<file path="src/rtl/perceptron_learner.sv">
// perceptron_learner: single-layer perceptron with a serial MAC datapath.
// Online learning is built only when PERCEPTRON_TRAIN_EN is defined.
module perceptron_learner #(
    parameter int N  = 8,
    parameter int XW = 8,
    parameter int WW = 8,
    localparam int CW = $clog2(N + 1),
    localparam int AW = XW + WW + CW + 1
) (
    input  logic            clk,
    input  logic            rst,
    input  logic            in_valid,
    output logic            in_ready,
    input  logic [N*XW-1:0] in_x,
    input  logic            in_target,
    input  logic            in_train,
    input  logic            wr_en,
    input  logic [CW-1:0]   wr_addr,
    input  logic [WW-1:0]   wr_data,
    output logic            out_valid,
    output logic            out_class,
    output logic [AW-1:0]   out_sum,
    output logic            busy
);
    localparam int PW = WW + XW + 1;

    typedef enum logic [1:0] {IDLE, MAC, DECIDE, UPDATE} state_t;

    state_t        state;
    logic [CW-1:0] cnt;
    logic [CW-1:0] idx;
    logic [WW-1:0] w [N];
    logic [WW-1:0] bias;
    logic [XW-1:0] x_q [N];
    logic [AW-1:0] acc;
    logic [AW-1:0] acc_next;
    logic [WW-1:0] w_sel;
    logic [XW-1:0] x_sel;
    logic [PW-1:0] prod;

`ifdef PERCEPTRON_TRAIN_EN
    localparam int SW = WW + XW + 1;
    localparam logic signed [SW-1:0] SMAX = SW'(2 ** (WW - 1) - 1);
    localparam logic signed [SW-1:0] SMIN = ~SMAX;

    logic target_q;
    logic train_q;

    function automatic logic [WW-1:0] sat_step(
        input logic [WW-1:0] a,
        input logic [XW-1:0] b,
        input logic          up
    );
        logic signed [SW-1:0] ea;
        logic signed [SW-1:0] eb;
        logic signed [SW-1:0] s;
        ea = {{(SW - WW){a[WW-1]}}, a};
        eb = {{(SW - XW){1'b0}}, b};
        s = up ? ea + eb : ea - eb;
        if (s > SMAX) s = SMAX;
        else if (s < SMIN) s = SMIN;
        return s[WW-1:0];
    endfunction
`else
    logic unused_train;
    assign unused_train = ^{in_train, in_target};
`endif

    // MAC step k works on element k-1; UPDATE step j on element j.
    always_comb begin
        idx = (state == MAC) ? cnt - CW'(1) : cnt;
        w_sel = '0;
        x_sel = '0;
        for (int i = 0; i < N; i++) begin
            if (idx == CW'(i)) begin
                w_sel = w[i];
                x_sel = x_q[i];
            end
        end
        prod = {{(XW + 1){w_sel[WW-1]}}, w_sel} * {{WW{1'b0}}, x_sel};
        acc_next = acc + {{(AW - PW){prod[PW-1]}}, prod};
    end

    assign busy = ~in_ready;

    always_ff @(posedge clk) begin
        if (rst) begin
            state     <= IDLE;
            cnt       <= '0;
            acc       <= '0;
            bias      <= '0;
            in_ready  <= 1'b0;
            out_valid <= 1'b0;
            out_class <= 1'b0;
            out_sum   <= '0;
            for (int i = 0; i < N; i++) begin
                w[i]   <= '0;
                x_q[i] <= '0;
            end
`ifdef PERCEPTRON_TRAIN_EN
            target_q <= 1'b0;
            train_q  <= 1'b0;
`endif
        end else begin
            out_valid <= 1'b0;
            unique case (state)
                IDLE: begin
                    in_ready <= 1'b1;
                    if (wr_en) begin
                        for (int i = 0; i < N; i++) begin
                            if (wr_addr == CW'(i)) w[i] <= wr_data;
                        end
                        if (wr_addr == CW'(N)) bias <= wr_data;
                    end
                    if (in_valid && in_ready) begin
                        for (int i = 0; i < N; i++) begin
                            x_q[i] <= in_x[i*XW +: XW];
                        end
`ifdef PERCEPTRON_TRAIN_EN
                        target_q <= in_target;
                        train_q  <= in_train;
`endif
                        cnt      <= '0;
                        in_ready <= 1'b0;
                        state    <= MAC;
                    end
                end
                MAC: begin
                    if (cnt == '0) acc <= {{(AW - WW){bias[WW-1]}}, bias};
                    else acc <= acc_next;
                    if (cnt == CW'(N)) begin
                        out_valid <= 1'b1;
                        out_sum   <= acc_next;
                        out_class <= ~acc_next[AW-1];
                        state     <= DECIDE;
                    end else begin
                        cnt <= cnt + CW'(1);
                    end
                end
                DECIDE: begin
                    cnt <= '0;
`ifdef PERCEPTRON_TRAIN_EN
                    if (train_q && (out_class != target_q)) begin
                        state <= UPDATE;
                    end else begin
                        in_ready <= 1'b1;
                        state    <= IDLE;
                    end
`else
                    in_ready <= 1'b1;
                    state    <= IDLE;
`endif
                end
`ifdef PERCEPTRON_TRAIN_EN
                UPDATE: begin
                    for (int i = 0; i < N; i++) begin
                        if (cnt == CW'(i)) w[i] <= sat_step(w_sel, x_sel, target_q);
                    end
                    if (cnt == CW'(N)) begin
                        bias     <= sat_step(bias, XW'(1), target_q);
                        in_ready <= 1'b1;
                        state    <= IDLE;
                    end else begin
                        cnt <= cnt + CW'(1);
                    end
                end
`endif
                default: state <= IDLE;
            endcase
        end
    end
endmodule

</file>
<file path="config.mk">
export PLATFORM = sky130hd
export DESIGN_NAME = perceptron_learner
export DESIGN_NICKNAME = d
export VERILOG_FILES = /design/src/rtl/perceptron_learner.sv
export SDC_FILE = /design/constraint.sdc
export NUM_CORES = 1
export LEC_CHECK = 0
export CAP_MARGIN = 20
export CORE_ASPECT_RATIO = 1.1
export CORE_UTILIZATION = 40
export CTS_CLUSTER_DIAMETER = 50
export DETAILED_ROUTE_END_ITERATION = 10
export GPL_TIMING_DRIVEN = 1
export MAX_ROUTING_LAYER = met4
export PLACE_DENSITY = 0.58
export SKIP_LAST_GASP = 1
export SLEW_MARGIN = 10
export SYNTH_ARGS = -nofsm -noshare
export SYNTH_HDL_FRONTEND = slang
export SYNTH_SLANG_ARGS = --single-unit
</file>
<file path="constraint.sdc">
create_clock -name clk -period 12.34 [get_ports clk]
set_clock_uncertainty 0.2 [all_clocks]
set_input_delay 3.085 -clock clk [delete_from_list [all_inputs] [get_ports clk]]
set_output_delay 3.085 -clock clk [all_outputs]
set_load 0.01 [all_outputs]
</file>
==> flow_summary.yaml, run 1 <==
status:
  outcome: "finished, final reports clean"
clock_tree:
  cts_tree: "done"
  clock-sinks: 187
  cts_buffers: 17
  root_buffer: "clkbuf_16"
  h-tree-depth: 4
  postCtsHoldBufs: 0
  clk_pin_slew_ns: 0.07
  ctsLongestPathBuffers: 2
  clock_latency_ns: 0.45
  cts_setup_buffers: 0
  ctsResizeCount: 0
logic_synthesis:
  yosys_register_bits: 187
  yosysTopAreaCellShare: 0.337
  synthFlopType: "edfxtp_1"
  ys_types: 76
  postSynthCellCount: 1086
  ys_top_cells_by_area: "edfxtp_1 34%, dfxtp_1 10%, ha_1 7.1%, fa_1 6.7%, nor2_1 4.4%"
  synth.largest_area_cell: "edfxtp_1"
  ys_seq_area_frac: 0.440
  postSynth.asyncResetShare: 0
  syn-num-nets: 1271
  yosysWarnings: 0
  syn_area_mm2: 0.0114
  syn_avg_cell_area_um2: 10.5
  synth_edf_count: 128
global_route:
  grtUsageMet3: 0.0296
  use_met2: 0.355
  grt_pass1_vias: 8192
  use_met1: 0.224
  grt.overflow.total: 0
  grt_max_degree: 68
  grt_pass1_wl_mm: 42.6
  busiest_layer: "met2"
  grt_usage: 0.199
  antenna_found_initial: 0
worst_setup_path:
  cp_max_fo: 32
  crit_type: "register to register"
  critPathMaxStageDelay_ns: 0.72
  start_kind: "register"
  cp.buffers_inverters: 5
  crit_required_ns: 12.48
  crit_family: "adder cells"
  cp.arrival_ns: 9.89
  crit_path_end_kind: "register"
  critPathSlowestCell: "ha_1"
finish:
  syn2layout_area_growth_pct: 16.6
  drive_gt1_frac: 0.0779
  fin_cells: 1544
  fin_area_mm2: 0.0133
  final_nets: 1354
  num_antenna_cells: 0
die:
  initial_core_util: 0.409
  core_area_mm2: 0.0279
  die_h_um: 179
  fp.dieW_um: 163
  dieArea_mm2: 0.0292
  ios: 107
  core.rowCount: 64
timing:
  fin_crit_sh: 0.790
  max_slew_margin: 0.305
  setup_viol_count_final: 0
  fin_crit_ns: 9.74
  slew_viol_final: 0
  fmax_mhz: 103
  worst_pin_slew_ns: 1.03
  tns_ns: 0
  finalHoldViolations: 0
  rsz0062_at_grt: "no"
detailed_routing:
  drc: 0
  firstDrtPassIters: 5
  drtIter0Drc: 448
  viasPerCell: 5.23
  vias: 8072
  wl_mm: 26.7
  ant_nets: 0
  avgRoutedWirePerCell_um: 17.3
pwr:
  irDropWorstVdd_uv: 90.3
  p_leak_uw: 0.00533
  p_per_area_mw_per_mm2: 151
place:
  post-place-cells: 1513
  post-dp-hpwl_mm: 19.9
  placed_cell_area_mm2: 0.0127
  port_buffers: 104
  gp_congestion: 0.865
flow_run:
  cap_viol_max_count: 0
hold_path:
  holdCritPathClass: "register to register"
layer usage:
layer  up-vias  part of all wire
met5         -                 0
met4         0             0.023
met3        44             0.034
met2       177              0.52
met1      3901              0.42
li1       3950                 -
cells in the mapped netlist (all sizes together) (3+ instances only):
cell	n
a21o	14
edfxtp	128
dfxtp	59
o22ai	4
o21ai	27
nand2	101
mux2i	20
xor2	11
mux4	21
a211oi	13
a32oi	3
a221oi	4
and4	3
buf	15
and3	4
nand3b	4
o21a	3
a311oi	6
and2	77
a22oi	4
o221a	4
fa	38
nor2b	18
ha	65
nand4	6
a21oi	57
or2	4
o211ai	4
nand3	20
nor3	29
clkbuf	34
a31oi	8
a2bb2oi	3
xnor2	25
o21bai	7
inv	85
nor2	134
tightest hold or removal path, delay by kind of cell, from the launching register on:
kind	cells	cell delay, ns
and+or+nand+nor	1	0.05
DFF	1	0.31
AOI/OAI and AO/OA	1	0.05
registers in the layout, summed over array words and instances, names as in the netlist:
| signal | flops |
|---|---|
| cnt | 4 |
| out_class | 1 |
| w | 64 |
| x_q | 64 |
| acc | 21 |
| state | 2 |
| bias | 8 |
| in_ready | 1 |
| out_valid | 1 |
| out_sum | 21 |
report_power, final:
group	total, µW	internal (µW)	switching (µW)
Combinational	744	293	452
Sequential	713	702	11.2
Clock	547	285	262
Total	2000	1280	724
stage by stage:
step | power, µW | setup slack, ns | utilization | hold WS [ns]
after global placement | 1480 | 2.60 | 0.456 | 0.242
final | 2000 | 2.60 | 0.476 | 0.254
after CTS | 2030 | 2.53 | 0.476 | 0.260
after global routing | 2140 | 1.92 | 0.476 | 0.277
after detailed placement | 1480 | 2.54 | 0.456 | 0.249
after floorplan | 1280 | 4.24 | - | 0.233
cell families after synthesis:
kind of cell / count (synthesis) / synth area share
AO/OA/AOI/OAI: 173 / 0.103
flip-flops: 187 / 0.440
XOR/XNOR: 37 / 0.0342
adder cells (fa/ha/maj): 103 / 0.138
AND/OR/NAND/NOR: 409 / 0.173
multiplexers: 42 / 0.0614
buffers and inverters: 135 / 0.0503
layout make-up:
class | instances | area, µm²
Tap cell | 363 | 454
Clock inverter | 14 | 146
Multi-Input combinational cell | 764 | 5830
Inverter | 86 | 323
Clock buffer | 17 | 425
Timing Repair Buffer | 113 | 1100
Sequential cell | 187 | 5020
Fill cell | 2639 | 14600
cell usage in the layout (no fill, tap or decap), types with 4 or more instances in the layout:
master and n:
nor2_1 133, and3_1 4, edfxtp_1 128, dfxtp_1 59
a211oi_1 13, mux4_2 21, xor2_1 10, and2_1 76
nor2b_1 18, fa_1 38, ha_1 65, o21bai_1 7
a21o_1 14, o21ai_0 25, clkbuf_16 17, a22oi_1 4
clkdlybuf4s50_1 103, o221a_2 4, a311oi_1 6, nand4_1 6
inv_1 83, inv_6 6, a31oi_1 7, nor3_1 29
xnor2_1 22, nand2_1 99, buf_4 9, a21oi_1 57
o211ai_1 4, nand3_1 20, mux2i_1 18
path summary, 6_finish.rpt:
path | cells past startpoint | endpoint | startpoint | slack [ns]
worst min register to register | 2 | out_sum[0] | out_sum[0] | 0.25
worst min-delay path | 2 | out_sum[0] | out_sum[0] | 0.25
worst max-delay path | 31 | out_class | state[0] | 2.60
worst max register to register | 31 | out_class | state[0] | 2.60
Power figures use the tool's default switching activity.
==> run 2: changes to the inputs <==
Clock period 12.34 ns to 9.44 ns, I/O delays scaled along.
==> flow_summary.yaml, run 2 (synthesized netlist as in run 1, its figures left out) <==
die:
  core_area_mm2: 0.0279
  ios: 107
  dieArea_mm2: 0.0292
  die_h_um: 179
  fp.dieW_um: 163
  core.rowCount: 64
  initial_core_util: 0.409
hold_path:
  hp-start: "out_sum[5]"
  holdCritPathClass: "register to register"
  hold_path_end: "out_sum[5]"
  worst_hold_path.num_cells: 2
timing:
  tns_ns: 0
  fin_crit_ns: 8.78
  worst_pin_slew_ns: 1.09
  slew_viol_final: 0
  fin_crit_sh: 0.931
  hold_ws_ns: 0.258
  fmax_mhz: 114
  max_slew_margin: 0.271
  finalHoldViolations: 0
  setup_viol_count_final: 0
  rsz0062_at_grt: "no"
worst_setup_path:
  start_kind: "register"
  critPathMaxStageDelay_ns: 0.58
  critPathSlowestCell: "dfxtp_1"
  reg2reg_to: "out_sum[19]"
  cp.arrival_ns: 8.89
  crit_type: "register to register"
  crit_top_cell: "fa_1"
  crit_required_ns: 9.55
  reg2reg_depth: 29
  reg2reg_from: "cnt[1]"
  crit_path_end_kind: "register"
  r2r_slack_ns: 0.66
  cp_max_fo: 7
clock_tree:
  clock_latency_ns: 0.45
  ctsLongestPathBuffers: 2
  root_buffer: "clkbuf_16"
  postCtsHoldBufs: 0
  ctsResizeCount: 0
  h-tree-depth: 4
  clk_pin_slew_ns: 0.08
  cts_setup_buffers: 0
  cts_tree: "done"
  cts_buffers: 17
  clock-sinks: 187
finish:
  syn2layout_area_growth_pct: 17.5
  num_antenna_cells: 0
  n_fill_cell: 2644
  final_common_cell: "nor2_1"
  largestRegisters: "w: 64 flops, x_q: 64 flops"
  fin_cells: 1557
  seq_area_mm2: 0.00502
  fin_area_mm2: 0.0134
  final_nets: 1366
  drive_gt1_frac: 0.0871
  multi_input_area_mm2: 0.00583
  final_cell_mix: "133 x nor2_1, 128 x edfxtp_1, 103 x clkdlybuf4s50_1"
detailed_routing:
  wl_mm: 26.9
  firstDrtPassIters: 5
  ant_nets: 0
  drtIter0Drc: 474
  viasPerCell: 5.25
  drc: 0
  avgRoutedWirePerCell_um: 17.3
  vias: 8179
place:
  port_buffers: 104
  post-dp-hpwl_mm: 20.2
  post-place-cells: 1525
  gp_congestion: 0.863
  placed_cell_area_mm2: 0.0128
pwr:
  total_power_uw: 2630
  p_leak_uw: 0.00539
  p_per_area_mw_per_mm2: 196
  irDropWorstVdd_uv: 122
global_route:
  grt.overflow.total: 0
  grt_pass1_wl_mm: 43.5
  grt_max_degree: 67
  antenna_found_initial: 0
  grt_pass1_vias: 8344
  grt_usage: 0.202
flow_run:
  cap_viol_max_count: 0
status:
  outcome: "finished, final reports clean"
==> run 2: changes by cell type in the layout (fill, tap and decap cells not counted), sizes merged <==
cell,change
bufinv,-1
buf,+12
inv,+1
clkinvlp,+1
==> run 2: metrics by stage <==
step / utilization / setup WS [ns]
2_1_floorplan: - / 1.34
3_3_place_gp: 0.459 / 0.706
3_5_place_dp: 0.459 / 0.695
4_1_cts: 0.480 / 0.661
5_1_grt: 0.480 / 0.143
6_report: 0.480 / 0.656
==> run 2: critical path: cells and delay by family (launching register included) <==
family	cells	cell delay, ns
adders and majority gates	7	3.03
AOI/OAI and AO/OA	10	2.19
and+or+nand+nor	5	1.03
muxes	2	0.98
DFF	1	0.58
xor gates and xnor gates	2	0.40
buffers and inverters	3	0.21
==> run 2: per-layer routing <==
layer / global-route usage / vias to the layer above / wire, µm
met1: 0.226 / 3990 / 11200
li1: - / 3985 / -
met5: - / - / 0
met4: 0.0666 / 0 / 512
met3: 0.0328 / 34 / 955
met2: 0.366 / 170 / 14200
==> run 2: worst max path at each step <==
stage	slack [ns]	from	depth (start not counted)	endpoint
final	0.66	cnt[1]	29	out_sum[19]
after floorplan	1.34	state[0]	36	out_class
after detailed placement	0.69	cnt[1]	31	out_sum[19]
after CTS	0.66	cnt[1]	31	out_sum[19]
after global placement	0.71	cnt[1]	31	out_sum[19]
after global routing	0.14	cnt[1]	29	out_sum[19]
==> run 2: where the power goes <==
part / switching, µW / total, µW / leakage [µW] / internal [µW]
Sequential: 14.7 / 932 / 0.00181 / 918
Combinational: 596 / 988 / 0.00330 / 392
Clock: 355 / 707 / 0.000277 / 353
==> run 2: layout make-up <==
type / count / area share
Clock buffer: 17 / 0.0317
Clock inverter: 15 / 0.0111
Inverter: 86 / 0.0241
Multi-Input combinational cell: 764 / 0.435
Sequential cell: 187 / 0.375
Tap cell: 363 / 0.0339
Timing Repair Buffer: 125 / 0.0899
==> run 3: changes to the inputs <==
Settings changed: CORE_MARGIN set to 3, CTS_CLUSTER_DIAMETER 50 to 150.
==> flow_summary.yaml, run 3 (synthesized netlist as in run 1, its figures left out) <==
pwr:
  p_per_area_mw_per_mm2: 198
  p_leak_uw: 0.00545
  irDropWorstVdd_uv: 131
worst_setup_path:
  critPathSlowestCell: "dfxtp_1"
  crit_family: "adder cells"
  start_kind: "register"
  crit_top_cell: "fa_1"
  reg2reg_depth: 30
  crit_type: "register to register"
  critPathMaxStageDelay_ns: 0.60
  worst-path-stages: 30
  crit_path_end_kind: "register"
  cp.arrival_ns: 8.70
  r2r_slack_ns: 0.84
  cp.buffers_inverters: 4
  reg2reg_to: "out_sum[19]"
  cp_max_fo: 12
  reg2reg_from: "cnt[1]"
  crit_required_ns: 9.54
detailed_routing:
  firstDrtPassIters: 5
  viasPerCell: 5.29
  ant_nets: 0
  wl_mm: 27.1
  drtIter0Drc: 597
  avgRoutedWirePerCell_um: 17.3
  drc: 0
  vias: 8285
timing:
  rsz0062_at_grt: "no"
  max_slew_margin: 0.307
  fin_crit_sh: 0.911
  slew_viol_final: 0
  fmax_mhz: 116
  worst_pin_slew_ns: 1.03
  setup_ws_ns: 0.839
  tns_ns: 0
  fin_crit_ns: 8.60
  hold_ws_ns: 0.254
  finalHoldViolations: 0
  setup_viol_count_final: 0
flow_run:
  cap_viol_max_count: 0
clock_tree:
  clock-sinks: 187
  clock_latency_ns: 0.45
  clk_pin_slew_ns: 0.08
  cts_setup_buffers: 0
  h-tree-depth: 4
  cts_buffers: 17
  postCtsHoldBufs: 0
  root_buffer: "clkbuf_16"
  cts_tree: "done"
  ctsLongestPathBuffers: 2
  ctsResizeCount: 0
die:
  ios: 107
  initial_core_util: 0.409
  die_h_um: 183
  core_area_mm2: 0.0279
  core.rowCount: 64
  dieArea_mm2: 0.0306
  fp.dieW_um: 167
finish:
  fin_util: 0.483
  drive_gt1_frac: 0.0948
  final_nets: 1375
  largestRegisters: "w: 64 flops, x_q: 64 flops"
  syn2layout_area_growth_pct: 18.3
  final_common_cell: "nor2_1"
  final_cell_mix: "133 x nor2_1, 128 x edfxtp_1, 103 x clkdlybuf4s50_1"
  n_fill_cell: 2608
  fin_area_mm2: 0.0135
  num_antenna_cells: 0
place:
  placed_cell_area_mm2: 0.0129
  post-place-ws_ns: 0.901
  port_buffers: 104
  post-dp-hpwl_mm: 20.2
  gp_congestion: 0.860
hold_path:
  hp-start: "out_sum[14]"
  hold_path_end: "out_sum[14]"
  holdCritPathClass: "register to register"
  worst_hold_path.num_cells: 2
global_route:
  grt_max_degree: 49
  antenna_found_initial: 0
  grt_pass1_vias: 8336
  grt_pass1_wl_mm: 43.4
  grt_usage: 0.184
  grt.overflow.total: 0
status:
  outcome: "finished, final reports clean"
run 3: worst max path at each step:
stage	end	from	slack, ns
5_1_grt	out_sum[19]	cnt[1]	0.29
2_1_floorplan	out_class	state[0]	1.34
6_report	out_sum[19]	cnt[1]	0.84
3_3_place_gp	out_sum[19]	cnt[1]	0.89
3_5_place_dp	out_sum[19]	cnt[1]	0.90
4_1_cts	out_sum[19]	cnt[1]	0.84
run 3: tightest hold or removal path, stage by stage (launching register included):
cell and delay, ns:
dfxtp_1 0.31, nand2_1 0.05, a21oi_1 0.05
run 3: routing by layer:
metal / share of wire / vias up / track usage
met2: 0.52 / 233 / 0.334
met5: 0 / - / -
met3: 0.040 / 33 / 0.0254
li1: - / 4003 / -
met4: 0.019 / 0 / 0.0492
met1: 0.42 / 4016 / 0.215
run 3: where the power goes:
| part | internal, µW | switching, µW |
|---|---|---|
| Clock | 380 | 364 |
| Sequential | 918 | 14.5 |
| Combinational | 404 | 595 |
run 3: stage by stage:
step                      total power [µW]  cells
after floorplan                       1670   1086
after global placement                1960   1534
after detailed placement              1960   1534
after CTS                             2700   1566
after global routing                  2850   1566
final                                 2680   1566
run 3: layout make-up:
type / instances / area [µm²] / share of cell area
multi-input cells: 764 / 5830 / 0.432
flip-flops and latches: 187 / 5020 / 0.372
repair buffers: 134 / 1270 / 0.0943
well taps: 363 / 454 / 0.0336
clock buffers: 17 / 425 / 0.0315
inverters: 86 / 323 / 0.0239
clock inverters: 15 / 173 / 0.0128
